===== src/rtl/fifo_wptr_full.sv =====
//==============================================================================
// Module   : fifo_wptr_full
// Brief    : Write-side pointer, full/almost-full, fill level and overflow
//            logic of a dual-clock FIFO; all state in the wclk domain.
//            Define FIFO_WPTR_FULL_OVF_CNT_EN to add a saturating 16-bit
//            overflow event counter on wovf_cnt (otherwise tied to zero).
// Revision : 1.0 - initial release
//==============================================================================
`default_nettype none

module fifo_wptr_full #(
    parameter int ADDRSIZE     = 4,
    parameter int AFULL_MARGIN = 2
) (
    input  logic                wclk,
    input  logic                wrst_n,
    input  logic                winc,
    input  logic [ADDRSIZE:0]   wrptr_gray,
    input  logic                wovf_clr,
    output logic                wclken,
    output logic [ADDRSIZE-1:0] waddr,
    output logic [ADDRSIZE:0]   wptr,
    output logic                wfull,
    output logic                walmost_full,
    output logic [ADDRSIZE:0]   wcount,
    output logic                wovf,
    output logic [15:0]         wovf_cnt
);

    localparam int              c_DEPTH       = 2 ** ADDRSIZE;
    localparam logic [ADDRSIZE:0] c_AFULL_LEVEL = (ADDRSIZE + 1)'(c_DEPTH - AFULL_MARGIN);

    logic [ADDRSIZE:0] r_wq1_rptr;
    logic [ADDRSIZE:0] r_wq2_rptr;
    logic [ADDRSIZE:0] r_wbin;
    logic [ADDRSIZE:0] r_wptr;
    logic              r_wfull;
    logic              r_walmost_full;
    logic [ADDRSIZE:0] r_wcount;
    logic              r_wovf;

    logic [ADDRSIZE:0] w_wbin_next;
    logic [ADDRSIZE:0] w_wgray_next;
    logic [ADDRSIZE:0] w_rbin;
    logic [ADDRSIZE:0] w_fill;
    logic              w_ovf_event;

    // Plain two-flop synchroniser; nothing may sit between the stages.
    always_ff @(posedge wclk or negedge wrst_n) begin
        if (!wrst_n) begin
            r_wq1_rptr <= '0;
            r_wq2_rptr <= '0;
        end else begin
            r_wq1_rptr <= wrptr_gray;
            r_wq2_rptr <= r_wq1_rptr;
        end
    end

    always_comb begin
        w_rbin = '0;
        for (int i = 0; i <= ADDRSIZE; i++) begin
            w_rbin[i] = ^(r_wq2_rptr >> i);
        end
    end

    assign wclken       = winc && !r_wfull;
    assign w_ovf_event  = winc && r_wfull;
    assign w_wbin_next  = r_wbin + {{ADDRSIZE{1'b0}}, wclken};
    assign w_wgray_next = w_wbin_next ^ (w_wbin_next >> 1);
    assign w_fill       = w_wbin_next - w_rbin;

    // Flags use the post-write pointer so a filling write blocks the next cycle.
    always_ff @(posedge wclk or negedge wrst_n) begin
        if (!wrst_n) begin
            r_wbin         <= '0;
            r_wptr         <= '0;
            r_wfull        <= 1'b0;
            r_walmost_full <= 1'b0;
            r_wcount       <= '0;
        end else begin
            r_wbin         <= w_wbin_next;
            r_wptr         <= w_wgray_next;
            r_wfull        <= (w_wgray_next == {~r_wq2_rptr[ADDRSIZE:ADDRSIZE-1],
                                                 r_wq2_rptr[ADDRSIZE-2:0]});
            r_walmost_full <= (w_fill >= c_AFULL_LEVEL);
            r_wcount       <= w_fill;
        end
    end

    always_ff @(posedge wclk or negedge wrst_n) begin
        if (!wrst_n) begin
            r_wovf <= 1'b0;
        end else if (w_ovf_event) begin
            r_wovf <= 1'b1;
        end else if (wovf_clr) begin
            r_wovf <= 1'b0;
        end
    end

`ifdef FIFO_WPTR_FULL_OVF_CNT_EN
    logic [15:0] r_wovf_cnt;

    always_ff @(posedge wclk or negedge wrst_n) begin
        if (!wrst_n) begin
            r_wovf_cnt <= '0;
        end else if (w_ovf_event) begin
            if (wovf_clr) begin
                r_wovf_cnt <= 16'd1;
            end else if (r_wovf_cnt != 16'hFFFF) begin
                r_wovf_cnt <= r_wovf_cnt + 16'd1;
            end
        end else if (wovf_clr) begin
            r_wovf_cnt <= '0;
        end
    end

    assign wovf_cnt = r_wovf_cnt;
`else
    assign wovf_cnt = '0;
`endif

    assign waddr        = r_wbin[ADDRSIZE-1:0];
    assign wptr         = r_wptr;
    assign wfull        = r_wfull;
    assign walmost_full = r_walmost_full;
    assign wcount       = r_wcount;
    assign wovf         = r_wovf;

endmodule

`default_nettype wire


===== config.mk =====
export PLATFORM = sky130hd
export DESIGN_NAME = fifo_wptr_full
export DESIGN_NICKNAME = d
export VERILOG_FILES = /design/src/rtl/fifo_wptr_full.sv
export SDC_FILE = /design/constraint.sdc
export NUM_CORES = 1
export LEC_CHECK = 0
export BUFFER_PORTS_ARGS = -buffer_cell sky130_fd_sc_hd__buf_2
export CORE_ASPECT_RATIO = 1.2
export CORE_MARGIN = 4
export CORE_UTILIZATION = 53
export CTS_CLUSTER_DIAMETER = 200
export DETAILED_ROUTE_END_ITERATION = 8
export HOLD_SLACK_MARGIN = 0.03
export MAX_ROUTING_LAYER = met4
export PLACE_DENSITY = 0.91
export SLEW_MARGIN = 0
export SYNTH_ARGS = -nofsm -noshare
export SYNTH_HDL_FRONTEND = slang
export SYNTH_SLANG_ARGS = --single-unit

===== constraint.sdc =====
create_clock -name wclk -period 7 [get_ports wclk]
set_input_delay 1.4 -clock wclk [delete_from_list [all_inputs] [get_ports wclk]]
set_output_delay 1.4 -clock wclk [all_outputs]
set_load 0.005 [all_outputs]

==> Flow_metrics.wiki <==
{| class="wikitable"
! Metric !! Value
|-
| TritonCTS clock tree || yes
|-
| Netlist Area Pre-Place || 1310 µm²
|-
| Clock period minus worst slack || 3.48 ns
|-
| P_int || between 400 and 500 µW
|-
| Commonest cells in the synthesized netlist || 27 x dfrtp_1, 16 x buf_4, 9 x xnor2_1
|-
| Part of the total power dissipated in sequential elements || 0.371
|-
| Switching Share || 0.388
|-
| Via count normalized by instance count || between 4 and 5
|-
| Most repeated cell in the gate-level netlist after synthesis || dfrtp_1
|-
| Number of diodes added for antenna fixing || 0
|-
| Setup clock skew after layout || 0.00430 ns
|-
| Number of filler instances in the final layout || roughly 210
|-
| Required time at the endpoint of the critical path || 7.21 ns
|-
| Level count of the clock H-tree || 1
|-
| Initial antenna violation count || 0
|-
| Yosys synthesis warning count || 0
|-
| Class of the tightest hold or removal check || flip-flop to flip-flop
|-
| DR vias || 741
|-
| Normalized max-slew margin || 0.619
|-
| Routed length per instance || 13.0 µm
|-
| Die outline area || 3330 µm²
|-
| P_sw || 254 µW
|-
| VDD IR-drop max || between 0.2 and 0.25 mV
|-
| Result of the run || finished clean
|-
| Total CTS buffers || 3
|-
| Cell with the largest stage delay on the worst path || xor2_1
|-
| Initial Util || 0.562
|-
| #FFs+latches synth || 27
|-
| DRC violations left || 0
|-
| Final ANT Viol Nets || 0
|-
| Cell types with the largest area share after synthesis || dfrtp_1 52%, buf_4 9.2%, xnor2_1 6.0%, ha_1 4.8%, xor2_1 4.7%
|-
| Cell taking the most area after synthesis || dfrtp_1
|-
| IO Count || 43
|-
| Kind of cell with the highest combined delay on the critical path || adder cells
|-
| Number of distinct library cells after synthesis || 28
|-
| Fraction of synthesis flops using an asynchronous set or reset pin || 1.00
|-
| CP peak stage delay || 0.39 ns
|-
| Tcrit/Tclk final || 0.497
|-
| WHS Path Cells || 0
|-
| # hold bufs at CTS || 0
|-
| DRC marker count from the first detailed-route iteration || 10
|-
| Power Dens Cells || between 400 and 500 nW/µm²
|-
| Number of hold violations in the final report || 0
|-
| Combinational Power Share || 0.532
|-
| Number of detailed-route iterations in the first pass || 4
|-
| Congestion Overflow GR || 0
|-
| Instance count of the mapped netlist || 103
|-
| Layout cells sized above 1 || 0.260
|-
| Total track usage || 0.146
|-
| Maximum fanout encountered on the critical timing path || 4
|-
| Total number of placement rows || 19
|-
| Post-CTS setup repair buffer count || 0
|-
| Classification of the worst setup path || input port to flip-flop
|-
| X dimension of the die || 53.4 µm
|-
| Area of the core || 2330 µm²
|-
| Clock Power Share || 0.097
|-
| # Max-Cap Violations || 0
|-
| First-pass GRT wire length || between 3 and 4 mm
|-
| Critical path launch point type || input port
|-
| Placer congestion estimate || approximately 0.8
|-
| Reg-to-reg setup timing slack || 4.09 ns
|-
| HP Start || r_wq1_rptr[1]
|-
| Count of buffer and inverter cells on the critical path || 1
|-
| CTS resizes || 0
|-
| Max Transition Viols Final || 0
|-
| Setup crit end kind || flip-flop
|-
| Maximum clock path buffer count || 2
|-
| Worst min-delay path endpoint || r_wq2_rptr[1]
|-
| Total Negative Setup Slacks || 0 ns
|-
| Setup repair after global routing missed its margin || false
|-
| Reg2Reg Capture Point || walmost_full
|-
| Clock Sink Count || 27
|-
| Ordered cell list for the critical path || buf_2 > nor2b_1 > ha_1 > ha_1 > xor2_1 > ha_1 > a21oi_1 > o21ai_0 > xnor2_1 > a311o_1
|-
| Number of enable-type register cells in the synthesized netlist || 0
|-
| Post-synthesis area per instance || 12.7 µm²
|-
| Reg2Reg Depth || 10
|-
| Sequential cell area || around 680 µm²
|-
| Arrival time reported for the critical path endpoint || 3.68 ns
|-
| Half-perimeter wire length after detailed placement || 1.67 mm
|-
| Launching point of the worst reg2reg path || r_wq2_rptr[4]
|-
| Worst-Margin Slew || 0.572 ns
|-
| Crit path top cell by count || ha_1
|-
| Layout Nets || 147
|-
| Worst hold slack after final layout || 0.364 ns
|-
| Area growth from synthesis to final layout || 9.18%
|-
| Clock latency on the worst-skew pair || 0.31 ns
|-
| Clock transition at the registers of the reported paths || between 0.1 and 0.15 ns
|-
| Post-detailed-routing wire length || 2.10 mm
|-
| Buffer cell driving the clock tree root || clkbuf_4
|-
| Setup Viol. Count Final || 0
|-
| Static Leakage || 0.000729 µW
|-
| Proportion of netlist area held by the largest area contributor || 0.516
|-
| Vertical die dimension || ~62 µm
|-
| Maximum number of pins on one net before global-route repair || 28
|-
| Leading register cell type out of synthesis || dfrtp_1
|-
| Footprint of the multi-input gates || 528 µm²
|-
| Sequential-to-total area share from yosys stat || 0.516
|-
| F_max || 0.288 GHz
|-
| Vias in the first global route || 798
|-
| I/O Buffers || 26
|}
[cell usage in the layout (no fill, tap or decap), types with 3 or more instances in the layout]
| master | netlist | final |
|---|---|---|
| ha_1 | 5 | 5 |
| nand2_1 | 3 | 3 |
| conb_1 | 1 | 16 |
| nand3_1 | 3 | 3 |
| inv_1 | 8 | 8 |
| xor2_1 | 7 | 7 |
| xnor2_1 | 9 | 9 |
| clkbuf_4 | 0 | 3 |
| dfrtp_1 | 27 | 27 |
| buf_2 | 0 | 26 |
[flip-flops by register name, indices dropped and copies added (netlist names)]
signal / count
wptr: 4
wfull: 1
r_wbin: 5
wovf: 1
walmost_full: 1
r_wq1_rptr: 5
wcount: 5
r_wq2_rptr: 5
[cell type report]
cell class                      count  area share
Clock buffer                        4      0.0184
Inverter                            8      0.0210
Multi-Input combinational cell     66       0.370
Sequential cell                    27       0.473
Tap cell                           31      0.0271
Timing Repair Buffer               26      0.0911
[kinds of logic (layout without fill, tap and decap cells)]
| family | count (synthesis) | after routing | synth area share |
|---|---|---|---|
| flops | 27 | 27 | 0.516 |
| compound gates | 9 | 9 | 0.0545 |
| simple gates | 14 | 14 | 0.0602 |
| xor+xnor | 21 | 21 | 0.180 |
| buf+inv | 25 | 38 | 0.123 |
| fa+ha+maj | 6 | 6 | 0.0631 |
| other cells | 1 | 16 | 0.00287 |
[power by group through the flow]
stage                     combinational (µW)  sequential [µW]  clock [µW]
after floorplan                          252              247           0
after global placement                   329              243           0
after detailed placement                 348              247           0
after CTS                                349              244        67.5
after global routing                     385              249        77.7
final                                    348              243        63.3
[metal layers]
layer	GRT usage	part of all wire	vias up
met4	0.0895	0.015	0
met1	0.151	0.36	352
met2	0.245	0.55	32
li1	-	-	353
met3	0.0263	0.067	4
met5	-	0	-
[worst max-delay path by stage]
| stage | from | to | slack, ns | cells after the start |
|---|---|---|---|---|
| 2_1_floorplan | winc | walmost_full | 3.49 | 9 |
| 3_3_place_gp | winc | walmost_full | 3.33 | 10 |
| 3_5_place_dp | winc | walmost_full | 3.20 | 10 |
| 4_1_cts | winc | walmost_full | 3.55 | 10 |
| 5_1_grt | winc | walmost_full | 3.45 | 10 |
| 6_report | winc | walmost_full | 3.52 | 10 |
[metrics by stage]
| step | instance area [µm²] | util | instances | setup WS [ns] | power, µW |
|---|---|---|---|---|---|
| floorplan | 1370 | - | 118 | 3.49 | 499 |
| CTS | 1430 | 0.613 | 162 | 3.55 | 661 |
| global placement | 1400 | 0.602 | 158 | 3.33 | 572 |
| global route | 1430 | 0.613 | 162 | 3.45 | 712 |
| finish | 1430 | 0.613 | 162 | 3.52 | 655 |
| detailed placement | 1400 | 0.602 | 158 | 3.20 | 595 |
No activity file was read; power rests on OpenSTA's default activity.
